$ cat config.mk
export PLATFORM = sky130hd
export DESIGN_NAME = imm_encoder
export DESIGN_NICKNAME = d
export VERILOG_FILES = /design/src/rtl/imm_encoder_pkg.sv /design/src/rtl/imm_encoder_pack.sv /design/src/rtl/imm_encoder.sv
export SDC_FILE = /design/constraint.sdc
export NUM_CORES = 1
export LEC_CHECK = 0
export BUFFER_PORTS_ARGS = -buffer_cell sky130_fd_sc_hd__clkbuf_2
export CORE_MARGIN = 2
export CORE_UTILIZATION = 56
export DETAILED_ROUTE_END_ITERATION = 8
export GPL_TIMING_DRIVEN = 0
export PLACE_DENSITY_LB_ADDON = 0.25
export RECOVER_POWER = 100
export SYNTH_ARGS = -nofsm -noshare
export SYNTH_HDL_FRONTEND = slang
export SYNTH_SLANG_ARGS = --single-unit
$ cat constraint.sdc
create_clock -name clk -period 4.5 [get_ports clk]
set_input_delay 0.9 -clock clk [delete_from_list [all_inputs] [get_ports clk]]
set_output_delay 0.9 -clock clk [all_outputs]
set_load 0.01 [all_outputs]
$ cat src/rtl/imm_encoder_pkg.sv
// Shared immediate-format and error codes, plus the decode used to recover
// a 32-bit immediate from packed instruction bits [31:7].
package imm_encoder_pkg;

    typedef enum logic [2:0] {
        SRC_I = 3'b000,
        SRC_S = 3'b001,
        SRC_B = 3'b010,
        SRC_J = 3'b011,
        SRC_U = 3'b100
    } imm_src_e;

    typedef enum logic [1:0] {
        ERR_OK       = 2'b00,
        ERR_RANGE    = 2'b01,
        ERR_MISALIGN = 2'b10,
        ERR_ILLEGAL  = 2'b11
    } imm_err_e;

    localparam int unsigned IMM_W   = 32;
    localparam int unsigned INSTR_W = 25;
    localparam int unsigned CNT_W   = 8;

    // Sign_Extend: instr[24:0] holds instruction bits [31:7].
    function automatic logic [IMM_W-1:0] sign_extend(input logic [INSTR_W-1:0] instr,
                                                     input logic [2:0]         src);
        logic [IMM_W-1:0] v;
        v = '0;
        case (src)
            SRC_I: v = {{20{instr[24]}}, instr[24:13]};
            SRC_S: v = {{20{instr[24]}}, instr[24:18], instr[4:0]};
            SRC_B: v = {{19{instr[24]}}, instr[24], instr[0], instr[23:18], instr[4:1], 1'b0};
            SRC_J: v = {{11{instr[24]}}, instr[24], instr[12:5], instr[13], instr[23:14], 1'b0};
            SRC_U: v = {instr[24:5], 12'b0};
            default: v = '0;
        endcase
        return v;
    endfunction

endpackage

$ cat src/rtl/imm_encoder_pack.sv
// Combinational packer: places a signed immediate into instruction bits [31:7]
// and reports legality. Output bits are zero whenever an error is flagged.
module imm_pack
    import imm_encoder_pkg::*;
(
    input  logic [2:0]         src_i,
    input  logic [IMM_W-1:0]   imm_i,
    output logic [INSTR_W-1:0] instr_o,
    output logic [1:0]         err_o
);

    logic [INSTR_W-1:0] packed_v;
    imm_err_e           err_v;
    logic               fit_12, fit_13, fit_21, u_low_zero;

    // A value fits N signed bits when every bit above N-1 matches the sign bit.
    assign fit_12     = (&imm_i[31:11]) | ~(|imm_i[31:11]);
    assign fit_13     = (&imm_i[31:12]) | ~(|imm_i[31:12]);
    assign fit_21     = (&imm_i[31:20]) | ~(|imm_i[31:20]);
    assign u_low_zero = ~(|imm_i[11:0]);

    always_comb begin
        packed_v = '0;
        err_v    = ERR_OK;
        case (src_i)
            SRC_I: begin
                packed_v[24:13] = imm_i[11:0];
                if (!fit_12) err_v = ERR_RANGE;
            end
            SRC_S: begin
                packed_v[24:18] = imm_i[11:5];
                packed_v[4:0]   = imm_i[4:0];
                if (!fit_12) err_v = ERR_RANGE;
            end
            SRC_B: begin
                packed_v[24]    = imm_i[12];
                packed_v[23:18] = imm_i[10:5];
                packed_v[4:1]   = imm_i[4:1];
                packed_v[0]     = imm_i[11];
                if (imm_i[0])     err_v = ERR_MISALIGN;
                else if (!fit_13) err_v = ERR_RANGE;
            end
            SRC_J: begin
                packed_v[24]    = imm_i[20];
                packed_v[23:14] = imm_i[10:1];
                packed_v[13]    = imm_i[11];
                packed_v[12:5]  = imm_i[19:12];
                if (imm_i[0])     err_v = ERR_MISALIGN;
                else if (!fit_21) err_v = ERR_RANGE;
            end
            SRC_U: begin
                packed_v[24:5] = imm_i[31:12];
                if (!u_low_zero) err_v = ERR_RANGE;
            end
            default: err_v = ERR_ILLEGAL;
        endcase
    end

    assign instr_o = (err_v == ERR_OK) ? packed_v : '0;
    assign err_o   = err_v;

endmodule

$ cat src/rtl/imm_encoder.sv
// Two-stage valid/ready immediate encoder: stage 1 holds the request while
// imm_pack checks it, stage 2 holds the packed result; errors are counted.
module imm_encoder
    import imm_encoder_pkg::*;
(
    input  logic               clk,
    input  logic               rst,
    input  logic               in_valid,
    output logic               in_ready,
    input  logic [2:0]         ImmSrc,
    input  logic [IMM_W-1:0]   imm,
    output logic               out_valid,
    input  logic               out_ready,
    output logic [INSTR_W-1:0] instr,
    output logic [1:0]         err,
    output logic [CNT_W-1:0]   err_cnt,
    input  logic               cnt_clr
);

    logic               s1_valid_q, s1_valid_d;
    logic [2:0]         s1_src_q, s1_src_d;
    logic [IMM_W-1:0]   s1_imm_q, s1_imm_d;
    logic               s2_valid_q, s2_valid_d;
    logic [INSTR_W-1:0] s2_instr_q, s2_instr_d;
    logic [1:0]         s2_err_q, s2_err_d;
    logic [CNT_W-1:0]   err_cnt_q, err_cnt_d;

    logic [INSTR_W-1:0] pk_instr;
    logic [1:0]         pk_err;
    logic               s2_adv, accept, out_hs;

    imm_pack u_pack (
        .src_i   (s1_src_q),
        .imm_i   (s1_imm_q),
        .instr_o (pk_instr),
        .err_o   (pk_err)
    );

    always_comb begin
        s2_adv   = !s2_valid_q || out_ready;
        in_ready = !s1_valid_q || s2_adv;
        accept   = in_valid && in_ready;
        out_hs   = s2_valid_q && out_ready;

        s1_valid_d = s1_valid_q;
        s1_src_d   = s1_src_q;
        s1_imm_d   = s1_imm_q;
        if (accept) begin
            s1_valid_d = 1'b1;
            s1_src_d   = ImmSrc;
            s1_imm_d   = imm;
        end else if (s1_valid_q && s2_adv) begin
            s1_valid_d = 1'b0;
        end

        s2_valid_d = s2_valid_q;
        s2_instr_d = s2_instr_q;
        s2_err_d   = s2_err_q;
        if (s2_adv) begin
            s2_valid_d = s1_valid_q;
            if (s1_valid_q) begin
                s2_instr_d = pk_instr;
                s2_err_d   = pk_err;
            end
        end

        // Clear wins over a same-cycle errored handshake.
        err_cnt_d = err_cnt_q;
        if (cnt_clr) begin
            err_cnt_d = '0;
        end else if (out_hs && (s2_err_q != ERR_OK) && (err_cnt_q != {CNT_W{1'b1}})) begin
            err_cnt_d = err_cnt_q + 1'b1;
        end
    end

    always_ff @(posedge clk) begin
        if (rst) begin
            s1_valid_q <= 1'b0;
            s1_src_q   <= '0;
            s1_imm_q   <= '0;
            s2_valid_q <= 1'b0;
            s2_instr_q <= '0;
            s2_err_q   <= '0;
            err_cnt_q  <= '0;
        end else begin
            s1_valid_q <= s1_valid_d;
            s1_src_q   <= s1_src_d;
            s1_imm_q   <= s1_imm_d;
            s2_valid_q <= s2_valid_d;
            s2_instr_q <= s2_instr_d;
            s2_err_q   <= s2_err_d;
            err_cnt_q  <= err_cnt_d;
        end
    end

    assign out_valid = s2_valid_q;
    assign instr     = s2_instr_q;
    assign err       = s2_err_q;
    assign err_cnt   = err_cnt_q;

endmodule
# After elaboration in Yosys (flattened, before gate mapping)
# Index checks and enable logic that the tools add are counted.
word_totals:
  regBits: 72
  in_bits: 40
  output_inout_bits: 37
  wordCells: 57
op_classes:
  n_addsub: 1
  eq_ne: 5
  muxes: 14
  n_bitwise: 6
  n_reduce_logical: 24
op_table:
  columns: ["op", "n"]
  rows:
  - ["one-hot mux 7 bit (4 select lines)", 1]
  - ["2-to-1 mux 25 bit", 1]
  - ["OR reduction 12 bit", 2]
  - ["AND reduction 21 bit", 1]
  - ["OR reduction 21 bit", 1]
  - ["AND reduction 20 bit", 1]
  - ["OR reduction 20 bit", 1]
  - ["one-hot mux 5 bit (3 select lines)", 1]
  - ["AND reduction 12 bit", 1]
  - ["one-hot mux 5 bit (2 select lines)", 1]
  - ["adder 8 x 1 -> 8 bit, second input constant", 1]
  - ["2-to-1 mux 8 bit", 1]
  - ["!= test 8 bit, second input constant", 1]
  - ["one-hot mux 2 bit (4 select lines)", 1]
  - ["equality test 3 x 2 -> 1 bit, second input constant", 2]
  - ["2-to-1 mux 1 bit", 6]
  - ["OR reduction 2 bit", 3]
  - ["logical AND 1 bit", 5]
  - ["2-to-1 mux 2 bit", 2]
  - ["nonzero test 2 bit", 2]
  - ["equality test 3 x 1 -> 1 bit, second input constant", 1]
  - ["equality test 3 bit, second input constant", 1]
  - ["zero test 3 bit", 1]
  - ["inverter 1 bit", 3]
  - ["5 further kinds", 9]

# Logic depth before layout (Yosys ltp)
# Gate-level depths: netlist of the first run.
depth:
  word_depth: 8
  mapped_depth: 7
  mapped_depth_nobuf: 5

# Cells and area by module
# Synthesis of the first run repeated with hierarchy kept, for this count alone.
unflattened:
  hier_cells: 453
  hier_area_um2: 3749.8
modules_own_cells:
  columns: ["mod", "instances", "cells_per_inst", "area_per_inst_um2", "seq_area_each_um2"]
  rows:
  - ["imm_encoder", 1, 339, 2909.0, 1441.4]
  - ["imm_pack", 1, 114, 840.8, 0.0]

# Worst setup path before layout of the first run
# No wires, ideal clock.
synth_timing:
  path_type: "in2out"
  startpoint: "in out_ready"
  endpoint: "out in_ready"
  arrival_ns: 1.209
  t_required_ns: 3.600
  slack_ns: 2.391
  cell_stages: 2
  n_path_buf: 0
  path_cell_list: "nor2b_1 nand2_1"
synth_via:
  elab_chain_len: 2
synth_lines:
  columns: ["item", "line", "text"]
  rows:
  - ["start: declaration", "imm_encoder.sv:13", "input logic out_ready,"]
  - ["logical OR 1 bit", "imm_encoder.sv:40", "s2_adv = !s2_valid_q || out_ready;"]
  - ["logical OR 1 bit", "imm_encoder.sv:41", "in_ready = !s1_valid_q || s2_adv;"]
  - ["end: declaration", "imm_encoder.sv:9", "output logic in_ready,"]
# Every way passes these cells.

# Worst setup path in the final report of the first run
# Same ends and word-level chain as after synthesis.

==> flow_summary.rst, run 1 <==
.. list-table::
   :header-rows: 1

   * - Metric
     - Value
   * - HPWL Detailed
     - 5.76 mm
   * - Insertion delay to the later sink of the worst-skew pair
     - 0.34 ns
   * - Cell chosen for the clock root
     - clkbuf_8
   * - Syn nets
     - 425
   * - Port-buffer cells
     - 75
   * - Detailed Routing Iterations Pass 1
     - 5
   * - Number of standard-cell rows in the floorplan
     - 27
   * - Top-level I/O count
     - 77
   * - Number of antenna violations at the first check in global routing
     - 0
   * - Crit Path Max Fanout
     - 4
   * - Via count of the first global-routing pass
     - 2649
   * - Critical Path Slowest Stage Cell
     - nor2b_1
   * - Area share of the largest cell type after synthesis
     - 46.8%
   * - Nature of the critical path endpoint
     - output pin
   * - Die Outline Area
     - 6110 sq um
   * - Type of origin of the critical path
     - input pin
   * - Worst stage delay on the critical path
     - 0.21 ns
   * - Top_reg_cell synth
     - dfxtp_1
   * - Y dimension of the die
     - 78.2 um
   * - Detailed-route via count
     - 3033
   * - First-iteration detailed-routing DRC count
     - 220
   * - ANT cells
     - 0
   * - Cell type contributing the most total cell area after synthesis
     - dfxtp_1
   * - Cells along the critical path
     - clkbuf_1 -> nor2b_1 -> nand2_1 -> clkbuf_1
   * - Clock tree from TritonCTS
     - done
   * - Distinct cell type count of the synthesized netlist
     - 45
   * - Total clock buffers created by CTS
     - 9
   * - Seq cells post-synth
     - 72
   * - Clock net sink count
     - 72
   * - Number of design rule violations left after detail routing
     - 0
   * - Slew Limit Fails
     - 0
   * - Worst Hold Margin
     - 0.457 ns
   * - Period minus WS final
     - 2.35 ns
   * - Initial Util
     - 57.0%
   * - Total number of nets in the final design
     - 511
   * - Post-detailed-route count of antenna-violating nets
     - 0
   * - Total placed instance area
     - 3550 sq um
   * - Overflow left after global routing
     - 0
   * - Layout Area Growth over Synthesis
     - 20.5%
   * - Mean instance size in the synthesized netlist
     - 8.03 sq um
   * - Area taken by flip-flops and latches
     - 1440 sq um
   * - Longest Clk Path Bufs
     - 2
   * - Pin count of the biggest net entering global routing
     - 13
   * - Start-to-end type of the worst setup path
     - input pin to output pin
   * - Clock transition at path regs
     - 0.07 ns
   * - Final Instance Count excl. Fillers
     - 547
   * - RSZ-0062 raised after global routing
     - false
   * - LEAKAGE
     - 0.00138 uW
   * - Tcrit/Tclk final
     - 52.2%
   * - Routed wire length
     - 7.75 mm
   * - Count of flip-flops with a built-in enable after synthesis
     - 0
   * - Width of the die
     - 78.2 um
   * - Arrival time reported for the critical path endpoint
     - 1.45 ns
   * - Tightest Pin Transition
     - 0.729 ns
   * - Worst setup timing slack at the placement stage
     - 1.97 ns
   * - CTS H-Tree Depth
     - 3
   * - Final Cell Area
     - 3710 sq um
   * - First-pass GRT wire length
     - 12.6 mm
   * - Top cell by count, worst path
     - clkbuf_1
   * - Hold crit path type
     - flip-flop to flip-flop
   * - CTS resizes
     - 0
   * - Required time of the critical path
     - 3.60 ns
   * - Async S/R FF share, synth
     - 0%
   * - Largest voltage drop on the vdd net
     - 281 uV
   * - Layout fillers
     - 482
   * - Number of failing setup endpoints in the final timing report
     - 0
   * - Cells after synthesis
     - 384
   * - Post-Syn Area
     - 3080 sq um
   * - Share of layout cells above drive strength 1
     - 12.8%
   * - Run status
     - finished, final reports clean
   * - Multi-input gate area in the final layout
     - 1520 sq um
   * - Hold bufs inserted after CTS
     - 0
   * - GP Congestion
     - 0.948
   * - Worst-case setup margin in the final layout
     - 2.15 ns
   * - Synth warnings
     - 0
   * - Worst relative slew slack
     - 51.4%
   * - Routed wire per std cell
     - 14.2 um
   * - Total GRT Usage
     - 26.3%
   * - Synth area leaders
     - dfxtp_1 (47%), nand2_1 (12%), a21oi_1 (7.1%)
   * - Number of post-CTS setup repair buffers
     - 0
   * - Standard cell core area
     - 5410 sq um
   * - Setup_tns
     - 0 ns
   * - Via count normalized by instance count
     - 5.54
   * - Dpl cells
     - 531
   * - Power density cells
     - 371 nW/um^2
   * - Max-capacitance violation count
     - 0
   * - Achievable clock frequency
     - 0.425 GHz
   * - Final-report hold violation count
     - 0
   * - Seq/Total Area, Yosys
     - 46.8%
   * - Final clock skew
     - 0.00899 ns
==> power breakdown <==
group | leakage, uW | switching (uW) | total (uW) | internal [uW]
clock network | 0.000112 | 236 | 560 | 324
registers | 0.000587 | 23.1 | 681 | 658
logic | 0.000676 | 83.5 | 137 | 53.5
==> critical path, delay by kind of cell <==
family	cells	cell delay, ns
buffers and inverters	2	0.22
and+or+nand+nor	2	0.33
==> state kept, by name (all words and copies together), names as in the netlist <==
| register | flops |
|---|---|
| err | 2 |
| err_cnt | 8 |
| instr | 25 |
| out_valid | 1 |
| s1_imm_q | 32 |
| s1_src_q | 3 |
| s1_valid_q | 1 |
==> kinds of logic after synthesis <==
family	Yosys count	share of synthesized area, %
flops	72	46.8
xor+xnor	7	1.99
simple gates	170	25.3
buf+inv	28	3.94
compound gates	104	21.0
mux	2	0.650
fa+ha+maj	1	0.406
==> worst paths after layout <==
kind                        startpoint                endpoint  slack, ns  cells past startpoint
max                          out_ready                in_ready       2.15                      4
min             instr[19]$_SDFFE_PP0P_  instr[19]$_SDFFE_PP0P_       0.46                      2
max reg2reg  s1_imm_q[20]$_SDFFE_PP0P_  instr[10]$_SDFFE_PP0P_       2.29                      5
min reg2reg     instr[19]$_SDFFE_PP0P_  instr[19]$_SDFFE_PP0P_       0.46                      2
==> routing by layer <==
metal	GRT usage (%)	part of all wire (%)
met1	34.9	44
met2	42.9	47
met3	4.25	7.0
met4	10.5	1.7
met5	0	0
==> synth_stat cells (3+ instances only) <==
master / count
dfxtp_1: 72
a22o_1: 4
or2_2: 4
xnor2_1: 5
nor4_1: 9
a32o_1: 8
clkbuf_1: 21
nand3_1: 4
o21ai_0: 13
nand4_1: 5
o31ai_1: 6
a31oi_1: 7
nand3b_1: 3
o21ai_1: 10
a21oi_1: 44
nor4b_1: 4
nor2b_1: 9
nor2_1: 21
nand2_1: 99
and4_1: 3
==> layout by cell type, fill, tap and decap left out, types with 3 or more instances in the layout <==
| master | count |
|---|---|
| clkinv_2 | 3 |
| a31oi_1 | 7 |
| clkbuf_8 | 10 |
| nor4b_1 | 4 |
| o21ai_0 | 23 |
| nand2_1 | 99 |
| clkbuf_1 | 61 |
| or2_2 | 4 |
| nand3_1 | 4 |
| nor2b_1 | 9 |
| xnor2_1 | 5 |
| a21oi_1 | 45 |
| and4_1 | 3 |
| a22o_1 | 4 |
| a32o_1 | 8 |
| nand4_1 | 5 |
| o31ai_1 | 6 |
| nor2_1 | 21 |
| clkbuf_2 | 37 |
| nand3b_1 | 3 |
| dfxtp_1 | 72 |
| nor4_1 | 9 |
==> through the flow <==
| stage | power, uW | utilization, % |
|---|---|---|
| detailed placement | 831 | 65.6 |
| global placement | 826 | 65.6 |
| finish | 1380 | 68.7 |
| global route | 1430 | 68.7 |
| CTS | 1380 | 69.7 |
| floorplan | 781 | - |
==> area by class of cell <==
type	instances	share of cell area (%)
Clock buffer	10	3.71
Inverter	2	0.202
Sequential cell	72	38.8
Buffer	26	2.97
Clock inverter	6	2.22
Multi-Input combinational cell	284	40.8
Timing Repair Buffer	75	8.83
Tap cell	72	2.43
Note: power is estimated with default switching activity, not from simulation.
==> inputs of run 2 (changes only) <==
--- a/config.mk
+++ b/config.mk
@@ -7,7 +7,7 @@
 export LEC_CHECK = 0
 export BUFFER_PORTS_ARGS = -buffer_cell sky130_fd_sc_hd__clkbuf_2
 export CORE_MARGIN = 2
-export CORE_UTILIZATION = 56
+export CORE_UTILIZATION = 47
 export DETAILED_ROUTE_END_ITERATION = 8
 export GPL_TIMING_DRIVEN = 0
 export PLACE_DENSITY_LB_ADDON = 0.25
==> constraint.sdc (replaced) <==
create_clock -name clk -period 1.9 [get_ports clk]
set_input_delay 0.38 -clock clk [delete_from_list [all_inputs] [get_ports clk]]
set_output_delay 0.38 -clock clk [all_outputs]
set_load 0.01 [all_outputs]
==> run 2 against run 1 <==
Compared with the run above: hold slack worse by 0.23 ns; clock power up 120%; register-to-register slack worse by 2.3 ns; critical path type is now flip-flop to flip-flop; die area up 18%; power up 130%; largest power group unchanged; cell area up 4.2%; first-iteration DRC count down 38%; routed wire length up 3.7%; sequential power up 140%; non-clock buffer count up 4; highest routed layer unchanged; setup slack worse by 2.1 ns; utilization down 7.8 points.
==> flow_summary.rst, run 2 (synthesized netlist as in run 1, its figures left out) <==
.. list-table::
   :header-rows: 1

   * - Metric
     - Value
   * - Run status
     - finished, final reports clean
   * - Arrival time reported for the critical path endpoint
     - 2.17 ns (+0.72 ns)
   * - Cell type group with the largest total delay on the critical path
     - compound AO/OA/AOI/OAI gates
   * - Clock tree from TritonCTS
     - done
   * - ANT cells
     - 0 (unchanged)
   * - Share of layout cells above drive strength 1
     - 21.7% (+8.9 points)
   * - Hold bufs inserted after CTS
     - 0 (unchanged)
   * - Routed wire length
     - 8.04 mm (+3.7%)
   * - Biggest register
     - s1_imm_q
   * - Insertion delay to the later sink of the worst-skew pair
     - 0.35 ns (about the same)
   * - Buffer and inverter count on the worst path
     - 1 (-1)
   * - Final Cell Area
     - 3870 sq um (+4.2%)
   * - Post-detailed-route count of antenna-violating nets
     - 0 (unchanged)
   * - Number of antenna violations at the first check in global routing
     - 0 (unchanged)
   * - Start-to-end type of the worst setup path
     - flip-flop to flip-flop
   * - Power density cells
     - 831 nW/um^2 (+120%)
   * - Layout fillers
     - 634 (+32%)
   * - Die Outline Area
     - 7220 sq um (+18%)
   * - RSZ-0062 raised after global routing
     - true
   * - Crit Path Max Fanout
     - 5 (+1)
   * - Worst relative slew slack
     - 69.6% (+18 points)
   * - FF-to-FF Start
     - s1_imm_q[12]$_SDFFE_PP0P_
   * - Total clock buffers created by CTS
     - 9 (unchanged)
   * - Setup_tns
     - 0 ns (unchanged)
   * - Longest Clk Path Bufs
     - 2 (unchanged)
   * - Required time of the critical path
     - 2.19 ns (-1.41 ns)
   * - Worst stage delay on the critical path
     - 0.43 ns (+0.22 ns)
   * - Type of origin of the critical path
     - flip-flop
   * - Most common cell after layout, fill and taps aside
     - nand2_1
   * - Flip-flop count of the largest register after layout
     - 32 (unchanged)
   * - Number of standard-cell rows in the floorplan
     - 29 (+7.4%)
   * - Layout Area Growth over Synthesis
     - 25.5%
   * - Total placed instance area
     - 3550 sq um (+0.18%)
   * - Cells along the critical path
     - nor4_1 -> a21oi_1 -> o22a_4 -> a211o_4 -> buf_6 -> o21ai_1
   * - Max-capacitance violation count
     - 0 (unchanged)
   * - First-pass GRT wire length
     - 12.9 mm (+2.2%)
   * - Routed wire per std cell
     - 14.5 um (+2.1%)
   * - HPWL Detailed
     - 5.82 mm (+0.90%)
   * - Via count of the first global-routing pass
     - 2708 (+2.2%)
   * - Critical Path Slowest Stage Cell
     - nor4_1
   * - Standard cell core area
     - 6350 sq um (+17%)
   * - Achievable clock frequency
     - 0.532 GHz
   * - Highest routed layer
     - met4
   * - Y dimension of the die
     - 85.0 um (+8.7%)
   * - Nature of the critical path endpoint
     - flip-flop
   * - Wire length on met3
     - 538 um (-0.74%)
   * - LEAKAGE
     - 0.00146 uW (+5.8%)
   * - Hold crit path type
     - input pin to flip-flop
   * - Port-buffer cells
     - 75 (unchanged)
   * - Detailed Routing Iterations Pass 1
     - 4 (-1)
   * - WL met1
     - 3.78 mm (+11%)
   * - Start point of the worst min-delay path
     - imm[30]
   * - Initial Util
     - 48.5% (-8.5 points)
   * - Number of failing setup endpoints in the final timing report
     - 0 (unchanged)
   * - Final clock skew
     - 0.00606 ns (-0.00294 ns)
   * - GP Congestion
     - 0.959 (+1.1%)
   * - First-iteration detailed-routing DRC count
     - 137 (-38%)
   * - Clock transition at path regs
     - 0.07 ns (about the same)
   * - Number of design rule violations left after detail routing
     - 0 (unchanged)
   * - Overflow left after global routing
     - 0 (unchanged)
   * - Pin count of the biggest net entering global routing
     - 12 (-1)
   * - Width of the die
     - 85.0 um (+8.7%)
   * - Sum of internal, switching and leakage power
     - 3210 uW (+130%)
   * - Total GRT Usage
     - 22.4% (-3.9 points)
   * - Slew Limit Fails
     - 0 (unchanged)
   * - Cell chosen for the clock root
     - clkbuf_8
   * - Via count normalized by instance count
     - 5.43 (-2.0%)
   * - Period minus WS final
     - 1.88 ns
   * - Critical path launch point
     - s1_imm_q[12]$_SDFFE_PP0P_
   * - Top-level I/O count
     - 77 (unchanged)
   * - CTS H-Tree Depth
     - 3 (unchanged)
   * - Tightest Pin Transition
     - 0.456 ns (-0.273 ns)
   * - Detailed-route via count
     - 3021 (-0.40%)
   * - Largest voltage drop on the vdd net
     - 637 uV (+130%)
   * - Routed wl met2
     - 3.55 mm (-3.6%)
   * - Final-report hold violation count
     - 0 (unchanged)
   * - Total number of nets in the final design
     - 516 (+0.98%)
   * - Tcrit/Tclk final
     - 99.0%
   * - Commonest non-fill, non-tap cells in the layout
     - nand2_1 (99), dfxtp_1 (60), clkbuf_2 (48)
   * - Clock net sink count
     - 72 (unchanged)
run 2: tightest hold or removal path: stages:
cell	delay, ns
clkbuf_2	0.08
nand2_1	0.04
a21oi_1	0.04
run 2: final timing paths:
check / slack (ns) / to / cells after the start
max: 0.02 / instr[0]$_SDFFE_PP0P_ / 6
min: 0.23 / s1_imm_q[30]$_SDFFE_PP0P_ / 3
max reg2reg: 0.02 / instr[0]$_SDFFE_PP0P_ / 6
min reg2reg: 0.45 / instr[1]$_SDFFE_PP0P_ / 2
run 2: power by group:
part	switching (uW)	internal [uW]
clock	542	702
combinational	211	143
sequential	57.0	1560
run 2: routing by layer:
metal / vias to the layer above / GRT usage [%]
met5: - / 0
met4: 0 / 10.1
met3: 16 / 5.06
met2: 95 / 33.4
met1: 1385 / 31.1
li1: 1525 / -
run 2: area by class of cell:
| cell class | instances | area, sq um | share of cell area [%] |
|---|---|---|---|
| Buffer | 26 | 128 | 3.30 |
| Clock buffer | 12 | 165 | 4.27 |
| Clock inverter | 3 | 40.0 | 1.04 |
| Inverter | 2 | 7.51 | 0.194 |
| Multi-Input combinational cell | 285 | 1600 | 41.3 |
| Sequential cell | 72 | 1470 | 38.0 |
| Tap cell | 77 | 96.3 | 2.49 |
| Timing Repair Buffer | 79 | 363 | 9.38 |
run 2: what timing repair did:
action | CTS | global route
endpoints found under the hold margin | 0 | 0
cloned | 0 | 2
resized for setup | 13 | 40
pin swaps | 1 | 4
setup endpoints to repair | 26 | 41
setup buffers | 0 | 3
run 2: stage by stage:
step	instances	hold WS [ns]	worst slack, ns	utilization [%]
after floorplan	384	0.444	0.147	-
after global placement	536	0.436	-0.0930	56.0
after detailed placement	536	0.440	-0.114	56.0
after CTS	551	0.229	0.00460	59.5
after global routing	556	0.243	-0.120	60.9
final	556	0.230	0.0197	60.9
==> inputs of run 3 (changes only) <==
--- a/config.mk
+++ b/config.mk
@@ -6,12 +6,15 @@
 export NUM_CORES = 1
 export LEC_CHECK = 0
 export BUFFER_PORTS_ARGS = -buffer_cell sky130_fd_sc_hd__clkbuf_2
+export CELL_PAD_IN_SITES_DETAIL_PLACEMENT = 1
+export CELL_PAD_IN_SITES_GLOBAL_PLACEMENT = 1
 export CORE_MARGIN = 2
-export CORE_UTILIZATION = 47
+export CORE_UTILIZATION = 37
 export DETAILED_ROUTE_END_ITERATION = 8
 export GPL_TIMING_DRIVEN = 0
 export PLACE_DENSITY_LB_ADDON = 0.25
 export RECOVER_POWER = 100
 export SYNTH_ARGS = -nofsm -noshare
 export SYNTH_HDL_FRONTEND = slang
+export SYNTH_HIERARCHICAL = 1
 export SYNTH_SLANG_ARGS = --single-unit
==> run 3 against run 2 <==
Compared with the run above: the run now ends with negative setup slack left; sequential power about the same; routed wire length increased by 53%; register-to-register slack got worse by 0.43 ns; largest cell class unchanged; flip-flop and latch count unchanged; sequential share of layout area decreased by 7.5 points; area after synthesis increased by 22%.
==> flow_summary.rst, run 3 <==
.. list-table::
   :header-rows: 1

   * - Metric
     - Value
   * - Run status
     - finished, violations left
   * - Violated checks
     - negative setup slack
   * - Clock net sink count
     - 72 (unchanged)
   * - Longest Clk Path Bufs
     - 2 (unchanged)
   * - Cell type group with the largest total delay on the critical path
     - simple AND/OR/NAND/NOR gates
   * - Share of layout cells above drive strength 1
     - 27.5% (+5.8 points)
   * - RSZ-0062 raised after global routing
     - true
   * - Max-capacitance violation count
     - 0 (unchanged)
   * - Distinct cell type count of the synthesized netlist
     - 51 (+13%)
   * - Cell chosen for the clock root
     - clkbuf_8
   * - Die Outline Area
     - 11000 sq um (+52%)
   * - Fin util
     - 48.9% (-12 points)
   * - Top-level I/O count
     - 77 (unchanged)
   * - Syn nets
     - 494 (+16%)
   * - Number of antenna violations at the first check in global routing
     - 0 (unchanged)
   * - Final Instance Count excl. Fillers
     - 682 (+23%)
   * - Commonest non-fill, non-tap cells in the layout
     - a21oi_1 (70), nand3_1 (62), dfxtp_1 (59)
   * - LEAKAGE
     - 0.00160 uW (+10%)
   * - FF-to-FF Start
     - s1_imm_q[17]$_SDFFE_PP0P_
   * - GP Congestion
     - 0.905 (-5.7%)
   * - Tcrit/Tclk final
     - 122% (+23 points)
   * - Tightest Pin Transition
     - 1.04 ns (+0.588 ns)
   * - CTS H-Tree Depth
     - 3 (unchanged)
   * - Number of design rule violations left after detail routing
     - 0 (unchanged)
   * - Final-report hold violation count
     - 0 (unchanged)
   * - Biggest register
     - s1_imm_q
   * - Worst Hold Margin
     - 0.247 ns (+0.0170 ns)
   * - Synth area leaders
     - dfxtp_1 (38%), a21oi_1 (10%), nand3_1 (8.5%)
   * - Largest voltage drop on the vdd net
     - 303 uV (-52%)
   * - Routed wire per std cell
     - 18.0 um (+25%)
   * - Clock tree from TritonCTS
     - done
   * - Crit Path Max Fanout
     - 10 (+5)
   * - Post-Syn Area
     - 3750 sq um (+22%)
   * - Count of flip-flops with a built-in enable after synthesis
     - 0 (unchanged)
   * - Buffer and inverter count on the worst path
     - 2 (+1)
   * - Dpl cells
     - 661 (+23%)
   * - Total number of nets in the final design
     - 587 (+14%)
   * - Critical path launch point
     - s1_imm_q[17]$_SDFFE_PP0P_
   * - Synth warnings
     - 6 (+6)
   * - Detailed Routing Iterations Pass 1
     - 4 (unchanged)
   * - Async S/R FF share, synth
     - 0% (unchanged)
   * - First-pass GRT wire length
     - 19.7 mm (+53%)
   * - Overflow left after global routing
     - 0 (unchanged)
   * - Via count normalized by instance count
     - 5.60 (+3.1%)
   * - Pin count of the biggest net entering global routing
     - 20 (+8)
   * - Y dimension of the die
     - 105 um (+23%)
   * - Critical Path Stages
     - 9 (+3)
   * - Critical Path Slowest Stage Cell
     - dfxtp_1
   * - Top cells by instance count after synthesis
     - a21oi_1 (76), dfxtp_1 (72), nand3_1 (64)
   * - Most frequently used cell type in the post-synthesis netlist
     - a21oi_1
   * - Required time of the critical path
     - 2.18 ns (about the same)
   * - Number of failing setup endpoints in the final timing report
     - 48 (+48)
   * - Period minus WS final
     - 2.31 ns (+0.433 ns)
   * - Clock transition at path regs
     - 0.07 ns (about the same)
   * - Total placed instance area
     - 4310 sq um (+21%)
   * - ANT cells
     - 0 (unchanged)
   * - Cell type contributing the most total cell area after synthesis
     - dfxtp_1
   * - Port-buffer cells
     - 75 (unchanged)
   * - Cells after synthesis
     - 453 (+18%)
   * - Top_reg_cell synth
     - dfxtp_1
   * - Detailed-route via count
     - 3821 (+26%)
   * - Slew Limit Fails
     - 0 (unchanged)
   * - Seq/Total Area, Yosys
     - 38.4% (-8.3 points)
   * - Via count of the first global-routing pass
     - 3820 (+41%)
   * - Most common cell after layout, fill and taps aside
     - a21oi_1
   * - Flip-flop count of the largest register after layout
     - 32 (unchanged)
   * - Power density cells
     - 685 nW/um^2 (-18%)
   * - Insertion delay to the later sink of the worst-skew pair
     - 0.35 ns (about the same)
   * - Layout fillers
     - 1229 (+94%)
   * - Worst relative slew slack
     - 30.4% (-39 points)
   * - Area share of the largest cell type after synthesis
     - 38.4% (-8.3 points)
   * - Initial Util
     - 38.2% (-10 points)
   * - Hold crit path type
     - input pin to flip-flop
   * - Capture point of the worst reg-to-reg path
     - instr[10]$_SDFFE_PP0P_
   * - Width of the die
     - 105 um (+23%)
   * - Achievable clock frequency
     - 0.432 GHz (-19%)
   * - Nature of the critical path endpoint
     - flip-flop
   * - Cells along the critical path
     - nor4_2 -> nand2_1 -> or3_4 -> a32o_2 -> buf_6 -> buf_8 -> nor4b_2 -> nand3_1 -> a21oi_1
   * - Routed wire length
     - 12.3 mm (+53%)
   * - Worst stage delay on the critical path
     - 0.38 ns (-0.05 ns)
   * - Seq cells post-synth
     - 72 (unchanged)
   * - Total clock buffers created by CTS
     - 9 (unchanged)
   * - Number of standard-cell rows in the floorplan
     - 36 (+24%)
   * - Total GRT Usage
     - 22.3% (-0.12 points)
   * - First-iteration detailed-routing DRC count
     - 142 (+3.6%)
   * - Layout Area Growth over Synthesis
     - 27.9%
   * - Post-detailed-route count of antenna-violating nets
     - 0 (unchanged)
   * - Final Cell Area
     - 4800 sq um (+24%)
   * - Reg2Reg Setup Slack
     - -0.41 ns (-0.43 ns)
   * - End point of the critical path
     - instr[10]$_SDFFE_PP0P_
   * - Arrival time reported for the critical path endpoint
     - 2.59 ns (+0.42 ns)
   * - Worst-case setup margin in the final layout
     - -0.413 ns (-0.433 ns)
   * - Start-to-end type of the worst setup path
     - flip-flop to flip-flop
   * - Final clock skew
     - 0.00740 ns (+0.00135 ns)
   * - Reg2Reg Depth
     - 9 (+3)
   * - Type of origin of the critical path
     - flip-flop
   * - HPWL Detailed
     - 8.59 mm (+48%)
   * - Mean instance size in the synthesized netlist
     - 8.28 sq um (+3.1%)
   * - Standard cell core area
     - 9820 sq um (+55%)
## run 3: cell types whose count changed after synthesis, sizes merged, moves of 6 or more
cell and change:
nor2 -14, nand3 +60, o31ai -6, nor3b +6, a32o -7, nand2 -93, buf +21, nor4 +12
o21ai +41, a21oi +31
## run 3: layout make-up
type,instances,area [sq um],area share (%)
inverters,5,31.3,0.652
multi-input cells,329,2260,47.0
repair buffers,85,423,8.82
flip-flops and latches,72,1460,30.4
clock buffers,14,173,3.60
plain buffers,44,288,6.00
well taps,133,166,3.47
## run 3: kinds of logic after synthesis
kind of cell               Yosys count  share of synthesized area (%)
AOI/OAI and AO/OA                  165                           23.7
and+or+nand+nor                    155                           26.7
DFF                                 72                           38.4
buffers and inverters               52                           8.51
muxes                                7                           2.04
xor gates and xnor gates             1                          0.234
adders and majority gates            1                          0.334
## run 3: per-stage QoR
stage / setup TNS [ns] / total power (uW) / setup WS (ns)
after global placement: -6.23 / 2060 / -0.301
after floorplan: -0.901 / 1930 / -0.0990
after CTS: -7.16 / 3240 / -0.361
final: -8.41 / 3290 / -0.413
after detailed placement: -8.73 / 2080 / -0.424
after global routing: -14.30 / 3430 / -0.503
## run 3: worst min path at each step
| stage | startpoint | endpoint | cells past startpoint |
|---|---|---|---|
| floorplan | s1_src_q[1]$_SDFFE_PP0P_ | s1_src_q[1]$_SDFFE_PP0P_ | 2 |
| global placement | instr[17]$_SDFFE_PP0P_ | instr[17]$_SDFFE_PP0P_ | 2 |
| detailed placement | instr[2]$_SDFFE_PP0P_ | instr[2]$_SDFFE_PP0P_ | 2 |
| CTS | imm[27] | s1_imm_q[27]$_SDFFE_PP0P_ | 3 |
| global route | imm[27] | s1_imm_q[27]$_SDFFE_PP0P_ | 3 |
| finish | ImmSrc[0] | s1_src_q[0]$_SDFFE_PP0P_ | 3 |
## run 3: worst reg2reg max path, stage by stage (launching register included)
cell	delay, ns
dfxtp_1	0.38
nor4_2	0.31
nand2_1	0.09
or3_4	0.37
a32o_2	0.25
buf_6	0.15
buf_8	0.16
nor4b_2	0.29
nand3_1	0.11
a21oi_1	0.14
## run 3: repair_timing
action / CTS / global route
gates cloned: 0 / 1
gates resized for setup: 37 / 31
setup buffers: 6 / 3
endpoints found under the setup margin: 28 / 27
hold buffers: 0 / 0
pin swaps: 18 / 24
## run 3: power by group
group	switching [uW]	internal (uW)	leakage (uW)
Clock	543	569	0.0000886
Combinational	314	229	0.000922
Sequential	71.0	1560	0.000592
Total	927	2360	0.00160
## run 3: metal layers
metal	track usage, %	share of wire (%)	wire (um)	up-vias
li1	-	-	-	1888
met1	29.7	47	5730	1830
met2	36.4	47	5800	90
met3	3.56	4.3	527	13
met4	8.19	1.8	215	0
met5	0	0	0	-
